==> config.mk <==
export PLATFORM = sky130hd
export DESIGN_NAME = uart_rx_fifo
export DESIGN_NICKNAME = d
export VERILOG_FILES = /design/src/rtl/uart_rx_fifo.sv
export SDC_FILE = /design/constraint.sdc
export NUM_CORES = 1
export LEC_CHECK = 0
export ABC_AREA = 1
export BUFFER_PORTS_ARGS = -buffer_cell sky130_fd_sc_hd__buf_2
export CORE_UTILIZATION = 55
export CTS_BUF_LIST = sky130_fd_sc_hd__clkbuf_4
export DETAILED_ROUTE_END_ITERATION = 7
export GPL_TIMING_DRIVEN = 0
export PLACE_DENSITY = 0.79
export REMOVE_ABC_BUFFERS = 1
export SLEW_MARGIN = 20
export SYNTH_ARGS = -nofsm -noshare
export SYNTH_HDL_FRONTEND = slang
export SYNTH_SLANG_ARGS = --single-unit
==> constraint.sdc <==
create_clock -name clk -period 3.15 [get_ports clk]
set_clock_uncertainty 0.2 [all_clocks]
set_input_delay 0.315 -clock clk [delete_from_list [all_inputs] [get_ports clk]]
set_output_delay 0.315 -clock clk [all_outputs]
set_load 0.02 [all_outputs]
==> src/rtl/uart_rx_fifo.sv <==
// 8N1 UART receiver feeding a first-word-fall-through FIFO.
// A byte is pushed, or dropped with an overrun pulse, on the same edge that samples its stop bit.
module uart_rx_fifo #(
  parameter int CLKS_PER_BIT = 417,
  parameter int DEPTH        = 8
) (
  input  logic                     clk,
  input  logic                     rst_n,
  input  logic                     rx,
  output logic [7:0]               data_o,
  output logic                     valid_o,
  input  logic                     ready_i,
  output logic [$clog2(DEPTH):0]   count_o,
  output logic                     busy_o,
  output logic                     frame_err_o,
  output logic                     overrun_o
);

  localparam int AW = $clog2(DEPTH);
  localparam int CW = $clog2(CLKS_PER_BIT);
  localparam logic [CW-1:0] HALF_LOAD = CW'(CLKS_PER_BIT / 2);
  localparam logic [CW-1:0] FULL_LOAD = CW'(CLKS_PER_BIT - 1);
  localparam logic [AW:0]   FULL_CNT  = (AW+1)'(DEPTH);

  typedef enum logic [2:0] {
    IDLE      = 3'd0,
    START     = 3'd1,
    DATA      = 3'd2,
    STOP      = 3'd3,
    WAIT_IDLE = 3'd4
  } state_t;

  state_t          state;
  logic            rx_meta;
  logic            rxs;
  logic [CW-1:0]   cnt;
  logic [2:0]      bit_idx;
  logic [7:0]      shreg;
  logic            sample;
  logic            push;
  logic            pop;
  logic            push_ok;

  logic [7:0]      mem [DEPTH];
  logic [AW-1:0]   wr_ptr;
  logic [AW-1:0]   rd_ptr;

  // Both synchronizer flops reset high so reset never looks like a start edge.
  always_ff @(posedge clk or negedge rst_n) begin
    if (!rst_n) begin
      rx_meta <= 1'b1;
      rxs     <= 1'b1;
    end else begin
      rx_meta <= rx;
      rxs     <= rx_meta;
    end
  end

  assign sample = (cnt == '0);
  assign push   = (state == STOP) && sample && rxs;
  assign busy_o = (state != IDLE);

  always_ff @(posedge clk or negedge rst_n) begin
    if (!rst_n) begin
      state       <= IDLE;
      cnt         <= '0;
      bit_idx     <= '0;
      shreg       <= '0;
      frame_err_o <= 1'b0;
    end else begin
      frame_err_o <= 1'b0;
      case (state)
        IDLE: begin
          if (!rxs) begin
            cnt   <= HALF_LOAD;
            state <= START;
          end
        end
        START: begin
          if (sample) begin
            if (rxs) begin
              state <= IDLE;
            end else begin
              state   <= DATA;
              cnt     <= FULL_LOAD;
              bit_idx <= '0;
            end
          end else begin
            cnt <= cnt - 1'b1;
          end
        end
        DATA: begin
          if (sample) begin
            shreg <= {rxs, shreg[7:1]};
            cnt   <= FULL_LOAD;
            if (bit_idx == 3'd7) state <= STOP;
            else                 bit_idx <= bit_idx + 1'b1;
          end else begin
            cnt <= cnt - 1'b1;
          end
        end
        STOP: begin
          if (sample) begin
            if (rxs) begin
              state <= IDLE;
            end else begin
              frame_err_o <= 1'b1;
              state       <= WAIT_IDLE;
            end
          end else begin
            cnt <= cnt - 1'b1;
          end
        end
        WAIT_IDLE: begin
          // A held-low line (break) must return high before a new start is armed.
          if (rxs) state <= IDLE;
        end
        default: state <= IDLE;
      endcase
    end
  end

  // Handshake: data_o is the head byte while valid_o=1; the head is consumed on
  // any edge where valid_o && ready_i; ready_i with valid_o=0 has no effect.
  assign valid_o = (count_o != '0);
  assign pop     = valid_o && ready_i;
  assign push_ok = push && ((count_o != FULL_CNT) || pop);
  assign data_o  = mem[rd_ptr];

  always_ff @(posedge clk or negedge rst_n) begin
    if (!rst_n) begin
      wr_ptr    <= '0;
      rd_ptr    <= '0;
      count_o   <= '0;
      overrun_o <= 1'b0;
      for (int i = 0; i < DEPTH; i++) mem[i] <= '0;
    end else begin
      overrun_o <= push && !push_ok;
      if (push_ok) begin
        mem[wr_ptr] <= shreg;
        wr_ptr      <= wr_ptr + 1'b1;
      end
      if (pop) rd_ptr <= rd_ptr + 1'b1;
      case ({push_ok, pop})
        2'b10:   count_o <= count_o + 1'b1;
        2'b01:   count_o <= count_o - 1'b1;
        default: count_o <= count_o;
      endcase
    end
  end

endmodule

======== Yosys cells after proc, flatten, opt, wreduce, memory -nomap -nowiden ========
Index checks and enable logic that the tools add are counted.
word-level totals
  flip-flop bits (word level) ............. 101
  output and inout bits ................... 16
  logic and storage cells ................. 97
operators by class
  add/subtract/negate cells ............... 6
  order comparisons ....................... 3
  eq/ne operators ......................... 18
  multiplexer cells ....................... 30
  bitwise operators ....................... 2
  reduce and logical (&&, ||, !) cells .... 19
operator list
  kind                                                                           number
  64-bit bitwise mux                                                             1
  9-bit two-way mux                                                              5
  9-bit one-hot mux with 4 select lines                                          1
  3-bit two-way mux                                                              11
  8-bit binary-select mux with 3-bit select                                      1
  8-bit demux with 3-bit select                                                  1
  8-bit two-way mux                                                              3
  2-bit inequality test (second input constant)                                  9
  3-bit one-hot mux with 5 select lines                                          1
  3-bit by 1-bit adder with 3-bit output (second input constant)                 3
  9-bit zero test                                                                1
  9-bit by 1-bit subtractor with 9-bit output (second input constant)            1
  4-bit >= comparator (second input constant)                                    2
  3-bit NOT with 4-bit output                                                    2
  4-bit one-hot mux with 2 select lines                                          1
  4-bit nonzero test                                                             2
  3-bit by 2-bit equality test with 1-bit output (second input constant)         2
  3-bit equality test (second input constant)                                    2
  1-bit logical AND                                                              6
  3-bit one-hot mux with 2 select lines                                          1
  6-bit AND reduction                                                            1
  5-bit AND reduction                                                            1
  4-bit by 1-bit adder with 4-bit output (second input constant)                 1
  4-bit by 1-bit less-than comparator with 1-bit output (second input constant)  1
  15 further kinds                                                               18

======== Logic depth before layout (Yosys ltp) ========
Gate-level depths: netlist (run 1).
  word-level depth ........................ 6
  depth in mapped cells ................... 14

======== Worst setup path before layout (run 1) ========
OpenSTA, ideal clock, no wires.
  kind .................................... reg2reg
  start ................................... register cnt[0]
  end ..................................... register count_o[3]
  setup time .............................. 131 ps
  arrival ................................. 2,266 ps
  required time ........................... 2,819 ps
  path slack .............................. 553 ps
  stages on the path, launching flop included .. 15
  buffers on the path ..................... 0
  path through ............................ dfrtp_1 -> inv_1 -> ha_1 -> nand2_1 -> nor2_1 -> nand3_1 -> inv_1 -> nand3_1 -> ha_1 -> ha_1 -> a21oi_1 -> nand2_1 -> a21oi_1 -> o21ai_0 -> xnor2_1
between the ends
  cells in the longest elaborated chain, start to end .. 6
  elaborated cells between the ends (all ways) .. 8
  those cells by class .................... eq/ne: 2; mux: 1; reduce/logical: 5
RTL lines
  what                                                                                   line  text
  start, declared                                                                        36    logic [CW-1:0] cnt;
  start signal, assigned                                                                 89    cnt <= cnt - 1'b1;
  start signal, assigned                                                                 99    cnt <= cnt - 1'b1;
  start signal, assigned                                                                 111   cnt <= cnt - 1'b1;
  9-bit zero test (*)                                                                    59    assign sample = (cnt == '0);
  1-bit logical AND (*) (2 in series)                                                    60    assign push = (state == STOP) && sample && rxs;
  1-bit logical AND (*)                                                                  127   assign push_ok = push && ((count_o != FULL_CNT) || pop);
  2-bit by 1-bit equality test with 1-bit output or 2-bit equality test (tied branches)  144   case ({push_ok, pop})
  4-bit one-hot mux with 2 select lines or 2-bit nonzero test (tied branches)            -
  end signal, assigned                                                                   145   2'b10: count_o <= count_o + 1'b1;
  end signal, assigned                                                                   146   2'b01: count_o <= count_o - 1'b1;
  end signal, assigned                                                                   147   default: count_o <= count_o;
  end, declared                                                                          13    output logic [$clog2(DEPTH):0] count_o,
Mark *: on every way between the ends. The rest lies on a longest branch, timed or not.
A chain may end at the register's enable or synchronous reset.

======== Worst setup path in the final report (run 1) ========
  start ................................... register rd_ptr[1]
  end ..................................... output port data_o[4]
between the ends
  cells in the longest elaborated chain, start to end .. 4
RTL lines
  what                                                   line  text
  start, declared                                        46    logic [AW-1:0] rd_ptr;
  start signal, assigned                                 143   if (pop) rd_ptr <= rd_ptr + 1'b1;
  3-bit NOT with 4-bit output (not written as such)      128   assign data_o = mem[rd_ptr];
  8-bit binary-select mux with 3-bit select              128
  8-bit two-way mux (not written as such) (2 in series)  128
  end, declared                                          10    output logic [7:0] data_o,
No other way between the ends. The select of a mux whose other input is x is not followed.

==> results of run 1 <==
metrics by stage:
step / total power (µW) / TNS (ps)
2_1_floorplan: 1327 / 0
3_3_place_gp: 1355 / -1851
3_5_place_dp: 1361 / -1137
4_1_cts: 2020 / 0
5_1_grt: 2071 / 0
6_report: 2006 / 0
Yosys cell counts, drive strengths merged, types with 8 or more instances:
| cell type | count |
|---|---|
| a21oi | 9 |
| a31oi | 8 |
| buf | 18 |
| clkbuf | 10 |
| dfrtp | 99 |
| ha | 9 |
| inv | 30 |
| nand2 | 202 |
| nand3 | 86 |
| nor2 | 93 |
| o21ai | 55 |
| o22ai | 9 |
| xor2 | 8 |
layer usage:
metal	up-vias	share of wire
met5	-	0
li1	2140	-
met3	12	0.058
met1	2082	0.44
met2	146	0.49
met4	0	0.015
cells by family after synthesis:
family / share of synthesized area
XOR/XNOR: 0.01732
flip-flops: 0.5001
AO/OA/AOI/OAI: 0.08434
buffers and inverters: 0.05441
AND/OR/NAND/NOR: 0.3176
adder cells (fa/ha/maj): 0.02622
cell type report:
| cell class | count | area share |
|---|---|---|
| well taps | 108 | 0.02483 |
| clock buffers | 12 | 0.01655 |
| multi-input cells | 487 | 0.4159 |
| repair inverters | 1 | 0.001379 |
| clock inverters | 4 | 0.008966 |
| flip-flops and latches | 101 | 0.4655 |
| inverters | 33 | 0.02345 |
| repair buffers | 28 | 0.04345 |
final timing paths:
check,start,endpoint,depth (start not counted)
worst max-delay path,rd_ptr[1]$_DFFE_PN0P_,data_o[4],6
worst min-delay path,rst_n,mem[28]$_DFFE_PN0P_,2
worst max register to register,cnt[0]$_DFFE_PN0P_,count_o[3]$_DFFE_PN0P_,14
worst min register to register,rx_meta$_DFF_PN1_,rxs$_DFF_PN1_,0
max in group asynchronous,rst_n,shreg[1]$_DFFE_PN0P_,3
min in group clk,rx_meta$_DFF_PN1_,rxs$_DFF_PN1_,0
registers in the layout, indices dropped and copies added (netlist names):
signal,cells
mem,64
cnt,9
shreg,8
count_o,4
bit_idx,3
rd_ptr,3
state,3
wr_ptr,3
frame_err_o,1
overrun_o,1
rx_meta,1
rxs,1
worst max-delay path: stages, from the launching register on:
cell     delay [ps]
dfrtp_1         780
inv_1           400
o21ai_0         250
o22ai_1         110
nor2_1          190
a31oi_1          60
buf_2           180
what timing repair did:
item	CTS	global route
resized for setup	4	3
pin swaps	0	1
setup buffers	0	3
hold buffers	3	0
cloned	1	0
hold endpoints to repair	103	0
endpoints found under the setup margin	8	2
power breakdown:
group,internal (µW),total (µW),switching [µW]
Sequential,1300,1300,1.31
Clock,267,668,401
Combinational,8.75,36.8,28.1
Total,1570,2010,431
==> impl_metrics.toml, run 1 <==
[yosys]
ys.warnings.count = 0
synthArstFlopShare = 1.000
yosysTopAreaCellShare = 0.4897
yosysSeqAreaShare = 0.5001
avgSynthCellArea_um2 = 7.794
synth_edf_count = 0
yosys_register_bits = 101
synth_area_leaders = "dfrtp_1 49%, nand2_1 14%, nand3_1 8.5%"
yosysUniqueCellTypes = 28
synth-main-ff-cell = "dfrtp_1"
syn-instance-count = 649
synth.largest_area_cell = "dfrtp_1"
netlist_area_mm2 = 0.005059

[sta]
min_period_ps = 2940
whs_ps = 97.67
period_share = 0.9335
tightest_slew_ps = 755.5
relSlewSlack = 0.4945
slew_viol_final = 0
rsz0062_at_grt = "false"
setup_viol = 0
max_freq_ghz = 0.3401
hold_viol = 0
setup_ws_ps = 209.6

[finish]
finalNetCount = 675
syn_to_final_growth_pct = 7.593
multiInputGateArea_mm2 = 0.002263
drive_gt1_frac = 0.09610
final_cell_mix = "194 x nand2_1, 98 x dfrtp_1, 90 x nor2_1, 85 x nand3_1, 47 x o21ai_0"
register_area_mm2 = 0.002534
utilization = 0.6181
finalNonFillerCells = 774
diodes = 0
final_area_mm2 = 0.005443
mostFrequentLayoutCell = "nand2_1"
num-fill-cells = 773

[global_routing]
grt_util_met3 = 0.05440
grt.met2_usage = 0.4307
grt_pass1_vias = 4190
top_usage_layer = "met2"
grt_first_pass_wirelength_mm = 19.64
grt_max_degree = 70
grt_use_met1 = 0.3403
grt_use_total = 0.2595
antenna_found_initial = 0
overflow = 0

[worst_setup_path]
critical_path.max_fanout = 18
cp.required_ps = 2630
cp-start-kind = "register"
critPathCaptureType = "output port"
rrSetupSlack_ps = 290
crit_type = "reg2out"
crit_arrival_ps = 2430

[floorplan]
num_io_pins = 20
die_h_um = 97.91
coreArea_mm2 = 0.008806
die_area_mm2 = 0.009585
rows = 34
die_width_um = 97.91
initial_core_util = 0.5745

[outcome]
violations = "design-rule violations"
status = "finished with violations"

[job]
cap_violations = 0

[detailed_routing]
first_pass_iters = 7
routed_via_density = 5.659
antenna_left = 0
vias = 4380
drc = 1
drtIter0Drc = 276
wl_per_cell_um = 15.13
drt-total-wl_mm = 11.71

[place]
hpwl_mm = 7.645
place_inst = 751
place.gp.congestion = 0.8918
post-place-ws_ps = -212.8
place_area_mm2 = 0.005226
portBuffers = 19

[clocking]
cts_buffers = 9
cts-root-buf = "clkbuf_4"
clk_latency_ps = 440
clkSinkCount = 101
h-tree-depth = 3
clk_pin_slew_ps = 150
cts_tree = "built"
cts_buffer_depth = 2

[pwr]
powerDensity_mw_per_mm2 = 368.5
p_leak_uw = 0.002903
irDropWorstVdd_uv = 213.1

[min_path]
hold_path.class = "in2async"
(Power assumes the default switching activity.)
==> run 2: changes to the inputs <==
--- a/config.mk
+++ b/config.mk
@@ -7,6 +7,7 @@
 export LEC_CHECK = 0
 export ABC_AREA = 1
 export BUFFER_PORTS_ARGS = -buffer_cell sky130_fd_sc_hd__buf_2
+export CORE_ASPECT_RATIO = 0.7
 export CORE_UTILIZATION = 55
 export CTS_BUF_LIST = sky130_fd_sc_hd__clkbuf_4
 export DETAILED_ROUTE_END_ITERATION = 7
==> run 2 against run 1 <==
Against the previous run:
- via count rose by 0.84%
- setup slack got worse by 79 ps
- count of clock-buffer cells in the layout decreased by 1
- the flow now finishes without violations
- die area about the same
- cell area fell by 0.80%
- worst hold slack hardly changed
==> impl_metrics.toml, run 2 (synthesis results as in run 1) <==
[worst_setup_path]
crit_type = "reg2reg"
crit_start = "cnt[0]$_DFFE_PN0P_"
cp-start-kind = "register"
r2r_cells = 14
crit_arrival_ps = 3180
crit_chain = "inv_1, ha_2, nand2_1, nor2_1, nand3_2, inv_1, nand3_1, ha_1, ha_1, a21oi_1, nand2_1, a21oi_1, o21ai_0, xnor2_1"
slowest_stage = "dfrtp_1"
rrSetupSlack_ps = 130
cpPeakStageDelay_ps = 410
critPathCaptureType = "register"
cp.required_ps = 3310
endpoint = "count_o[3]$_DFFE_PN0P_"
r2r_start = "cnt[0]$_DFFE_PN0P_"
critical_path.max_fanout = 5
rr_endpoint = "count_o[3]$_DFFE_PN0P_"

[sta]
slew_viol_final = 0
period_share = 0.9586
hold_viol = 0
whs_ps = 97.72
min_period_ps = 3020
max_freq_ghz = 0.3312
tightest_slew_ps = 846.2
relSlewSlack = 0.4338
setup_viol = 0

[global_routing]
overflow = 0
grt_pass1_vias = 4109
grt_use_total = 0.2777
grt_max_degree = 67
antenna_found_initial = 0
grt_first_pass_wirelength_mm = 19.77

[clocking]
clk_latency_ps = 460
cts_tree = "built"
clk_pin_slew_ps = 140
cts-root-buf = "clkbuf_4"
cts_buffers = 9
cts_buffer_depth = 2
h-tree-depth = 3
clkSinkCount = 101

[finish]
final_cell_mix = "194 x nand2_1, 97 x dfrtp_1, 90 x nor2_1, 85 x nand3_1, 47 x o21ai_0"
diodes = 0
final_area_mm2 = 0.005399
largest_reg_flops = 64
finalNetCount = 672
syn_to_final_growth_pct = 6.728
top_regs = "mem: 64 flops, cnt: 9 flops, shreg: 8 flops"
drive_gt1_frac = 0.09063
largest-register = "mem"
mostFrequentLayoutCell = "nand2_1"
utilization = 0.6214

[detailed_routing]
vias = 4417
drt-total-wl_mm = 12.11
routed_via_density = 5.648
wl_per_cell_um = 15.48
antenna_left = 0
first_pass_iters = 5
drc = 0
drtIter0Drc = 431

[place]
hpwl_mm = 7.963
portBuffers = 19
place.gp.congestion = 0.9891
place_area_mm2 = 0.005241

[pwr]
powerDensity_mw_per_mm2 = 355.3
p_leak_uw = 0.002870
irDropWorstVdd_uv = 264.9

[floorplan]
initial_core_util = 0.5822
die_width_um = 116.6
num_io_pins = 20
coreArea_mm2 = 0.008688
die_area_mm2 = 0.009591
die_h_um = 82.24
rows = 28

[min_path]
hold_path.class = "in2async"

[job]
cap_violations = 0

[outcome]
status = "finished clean"
## run 2: where the power goes
group / total [µW] / leakage [µW] / switching (µW) / internal [µW]
logic: 37.4 / 0.00144 / 28.6 / 8.76
clock network: 581 / 0.0000616 / 412 / 169
registers: 1300 / 0.00137 / 1.30 / 1300
total: 1920 / 0.00287 / 441 / 1480
## run 2: area by class of cell
cell class	count	area, µm²
clock buffer	11	82.58
multi-input combinational	487	2261
timing repair buffer	25	214.0
inverter	33	131.4
clock inverter	4	17.52
sequential	101	2535
timing repair inverter	1	7.507
tap	120	150.1
fill	783	3289
## run 2: worst max-delay path, delay by kind of cell (launching register included)
kind | cells | cell delay [ps]
xor gates and xnor gates | 1 | 150
and+or+nand+nor | 5 | 640
adders and majority gates | 3 | 880
AOI/OAI and AO/OA | 3 | 410
DFF | 1 | 410
buffers and inverters | 2 | 240
## run 2: worst min-delay path by stage
stage / slack, ps / depth (start not counted) / to / startpoint
6_report: 100 / 2 / count_o[0]$_DFFE_PN0P_ / rst_n
3_5_place_dp: 40 / 1 / count_o[0]$_DFFE_PN0P_ / rst_n
4_1_cts: 90 / 2 / count_o[0]$_DFFE_PN0P_ / rst_n
2_1_floorplan: -180 / 0 / bit_idx[0]$_DFFE_PN0P_ / rst_n
5_1_grt: 90 / 2 / count_o[0]$_DFFE_PN0P_ / rst_n
3_3_place_gp: 150 / 0 / rxs$_DFF_PN1_ / rx_meta$_DFF_PN1_
## run 2: stage by stage
| stage | cells | setup TNS, ps | setup WS [ps] | power [µW] |
|---|---|---|---|---|
| after floorplan | 621 | 0 | 553.3 | 1327 |
| after global placement | 760 | -3135 | -104.4 | 1355 |
| after detailed placement | 763 | -33.50 | -12.58 | 1361 |
| after CTS | 782 | 0 | 66.90 | 1931 |
| after global routing | 782 | -20.38 | -20.38 | 1994 |
| final | 782 | 0 | 130.5 | 1918 |
## run 2: what timing repair did
action | in CTS | in global routing
endpoints found under the setup margin | 8 | 9
buffers inserted | 0 | 0
hold endpoints to repair | 103 | 0
hold buffers | 3 | 0
resized for setup | 3 | 5
gates cloned | 1 | 0
## run 2: metal layers
layer | GRT usage | vias to the layer above | share of wire
li1 | - | 2128 | -
met1 | 0.3740 | 2085 | 0.45
met2 | 0.4213 | 172 | 0.44
met3 | 0.07299 | 32 | 0.084
met4 | 0.1316 | 0 | 0.028
met5 | 0 | - | 0
==> run 3: changes to the inputs <==
--- a/config.mk
+++ b/config.mk
@@ -6,13 +6,13 @@
 export NUM_CORES = 1
 export LEC_CHECK = 0
 export ABC_AREA = 1
-export BUFFER_PORTS_ARGS = -buffer_cell sky130_fd_sc_hd__buf_2
 export CORE_ASPECT_RATIO = 0.7
 export CORE_UTILIZATION = 55
 export CTS_BUF_LIST = sky130_fd_sc_hd__clkbuf_4
 export DETAILED_ROUTE_END_ITERATION = 7
+export DONT_BUFFER_PORTS = 1
 export GPL_TIMING_DRIVEN = 0
-export PLACE_DENSITY = 0.79
+export PLACE_DENSITY = 0.77
 export REMOVE_ABC_BUFFERS = 1
 export SLEW_MARGIN = 20
 export SYNTH_ARGS = -nofsm -noshare
==> run 3 against run 2 <==
Against the previous run:
- sequential cell count unchanged
- via count down 1.7%
- die area unchanged
- final cell count down 2.3%
- combinational power down 8.3%
- register-to-register slack better by 80 ps
==> impl_metrics.toml, run 3 (synthesis results as in run 1) <==
[worst_setup_path]
crit_arrival_ps = 2430
cp.required_ps = 2630
critical_path.max_fanout = 35
cp-start-kind = "register"
r2r_cells = 14
crit_type = "reg2out"
critPathCaptureType = "output port"

[min_path]
hold_path.class = "in2async"

[job]
cap_violations = 0

[detailed_routing]
antenna_left = 0
wl_per_cell_um = 15.93
drtIter0Drc = 492
first_pass_iters = 5
drt-total-wl_mm = 12.17
drc = 0
vias = 4340
routed_via_density = 5.681

[global_routing]
grt_use_total = 0.2791
grt_first_pass_wirelength_mm = 19.93
grt_max_degree = 102
grt_pass1_vias = 4005
overflow = 0
antenna_found_initial = 0

[finish]
top_regs = "mem: 64 flops, cnt: 9 flops, shreg: 8 flops"
drive_gt1_frac = 0.06832
finalNonFillerCells = 764
final_cell_mix = "194 x nand2_1, 97 x dfrtp_1, 90 x nor2_1, 85 x nand3_1, 45 x o21ai_0"
largest_reg_flops = 64
mostFrequentLayoutCell = "nand2_1"
finalNetCount = 653
diodes = 0
syn_to_final_growth_pct = 5.046
largest-register = "mem"

[sta]
tightest_slew_ps = 773.6
setup_viol = 0
period_share = 0.9344
slew_viol_final = 0
hold_viol = 0
min_period_ps = 2943
whs_ps = 151.6
max_freq_ghz = 0.3398
relSlewSlack = 0.4824
rsz0062_at_grt = "false"

[place]
hpwl_mm = 7.902
place.gp.congestion = 0.9381
portBuffers = 0
place_inst = 743

[floorplan]
num_io_pins = 20
coreArea_mm2 = 0.008688
initial_core_util = 0.5822
die_width_um = 116.6
rows = 28
die_area_mm2 = 0.009591
die_h_um = 82.24

[clocking]
cts_buffers = 9
cts_tree = "built"
clk_pin_slew_ps = 160
cts-root-buf = "clkbuf_4"
h-tree-depth = 3
clk_latency_ps = 460
cts_buffer_depth = 2
cts_setup_buffers = 0
clkSinkCount = 101

[pwr]
irDropWorstVdd_uv = 256.9
p_leak_uw = 0.002778
powerDensity_mw_per_mm2 = 376.3

[outcome]
status = "finished clean"
==> run 3: worst paths after layout <==
| path | start | endpoint | slack [ps] |
|---|---|---|---|
| max | rd_ptr[0]$_DFFE_PN0P_ | data_o[4] | 210 |
| min in group clk | rx | rx_meta$_DFF_PN1_ | 180 |
| min reg2reg | rx_meta$_DFF_PN1_ | rxs$_DFF_PN1_ | 190 |
| min | rst_n | cnt[5]$_DFFE_PN0P_ | 150 |
| max reg2reg | cnt[0]$_DFFE_PN0P_ | count_o[3]$_DFFE_PN0P_ | 210 |
| max in group asynchronous | rst_n | rd_ptr[0]$_DFFE_PN0P_ | 2100 |
==> run 3: cell type report <==
type / count / area, µm²
Timing Repair inverter: 1 / 7.507
Inverter: 33 / 131.4
Clock buffer: 10 / 75.07
Clock inverter: 6 / 53.80
Fill cell: 742 / 3374
Timing Repair Buffer: 6 / 97.59
Tap cell: 120 / 150.1
Sequential cell: 101 / 2535
Multi-Input combinational cell: 487 / 2263
==> run 3: per-layer routing <==
metal  global-route usage  up-vias  part of all wire
li1                     -     2093                 -
met1               0.3892     2056              0.46
met2               0.4266      170              0.44
met3              0.07591       21             0.081
met4              0.08481        0             0.015
met5                    0        -                 0
==> run 3: per-stage QoR <==
stage          instance area (µm²)  worst slack (ps)  power [µW]    util  setup TNS [ps]
2_1_floorplan                 4907             553.3        1327       -               0
3_3_place_gp                  5057            -86.34        1328  0.5821           -1893
3_5_place_dp                  5097            -83.61        1328  0.5867          -151.3
4_1_cts                       5299             14.97        2018  0.6099               0
5_1_grt                       5314             5.053        2070  0.6116               0
6_report                      5314             206.8        2000  0.6116               0
==> run 3: critical path, cell delays in order, from the launching register on <==
cell,delay (ps)
dfrtp_4,700
clkinvlp_4,430
o21ai_1,380
o22ai_1,150
nor2_1,140
a31oi_1,140
==> run 3: timing repair <==
action,CTS,global route
setup endpoints to repair,8,9
gates cloned,1,0
endpoints found under the hold margin,106,0
gates resized for setup,4,7
hold buffers,4,0
==> run 3: power breakdown <==
| group | total (µW) | leakage (µW) | switching (µW) | internal [µW] |
|---|---|---|---|---|
| clock | 665 | 0.0000773 | 421 | 244 |
| sequential | 1300 | 0.00137 | 1.36 | 1300 |
| combinational | 34.3 | 0.00133 | 27.6 | 6.68 |
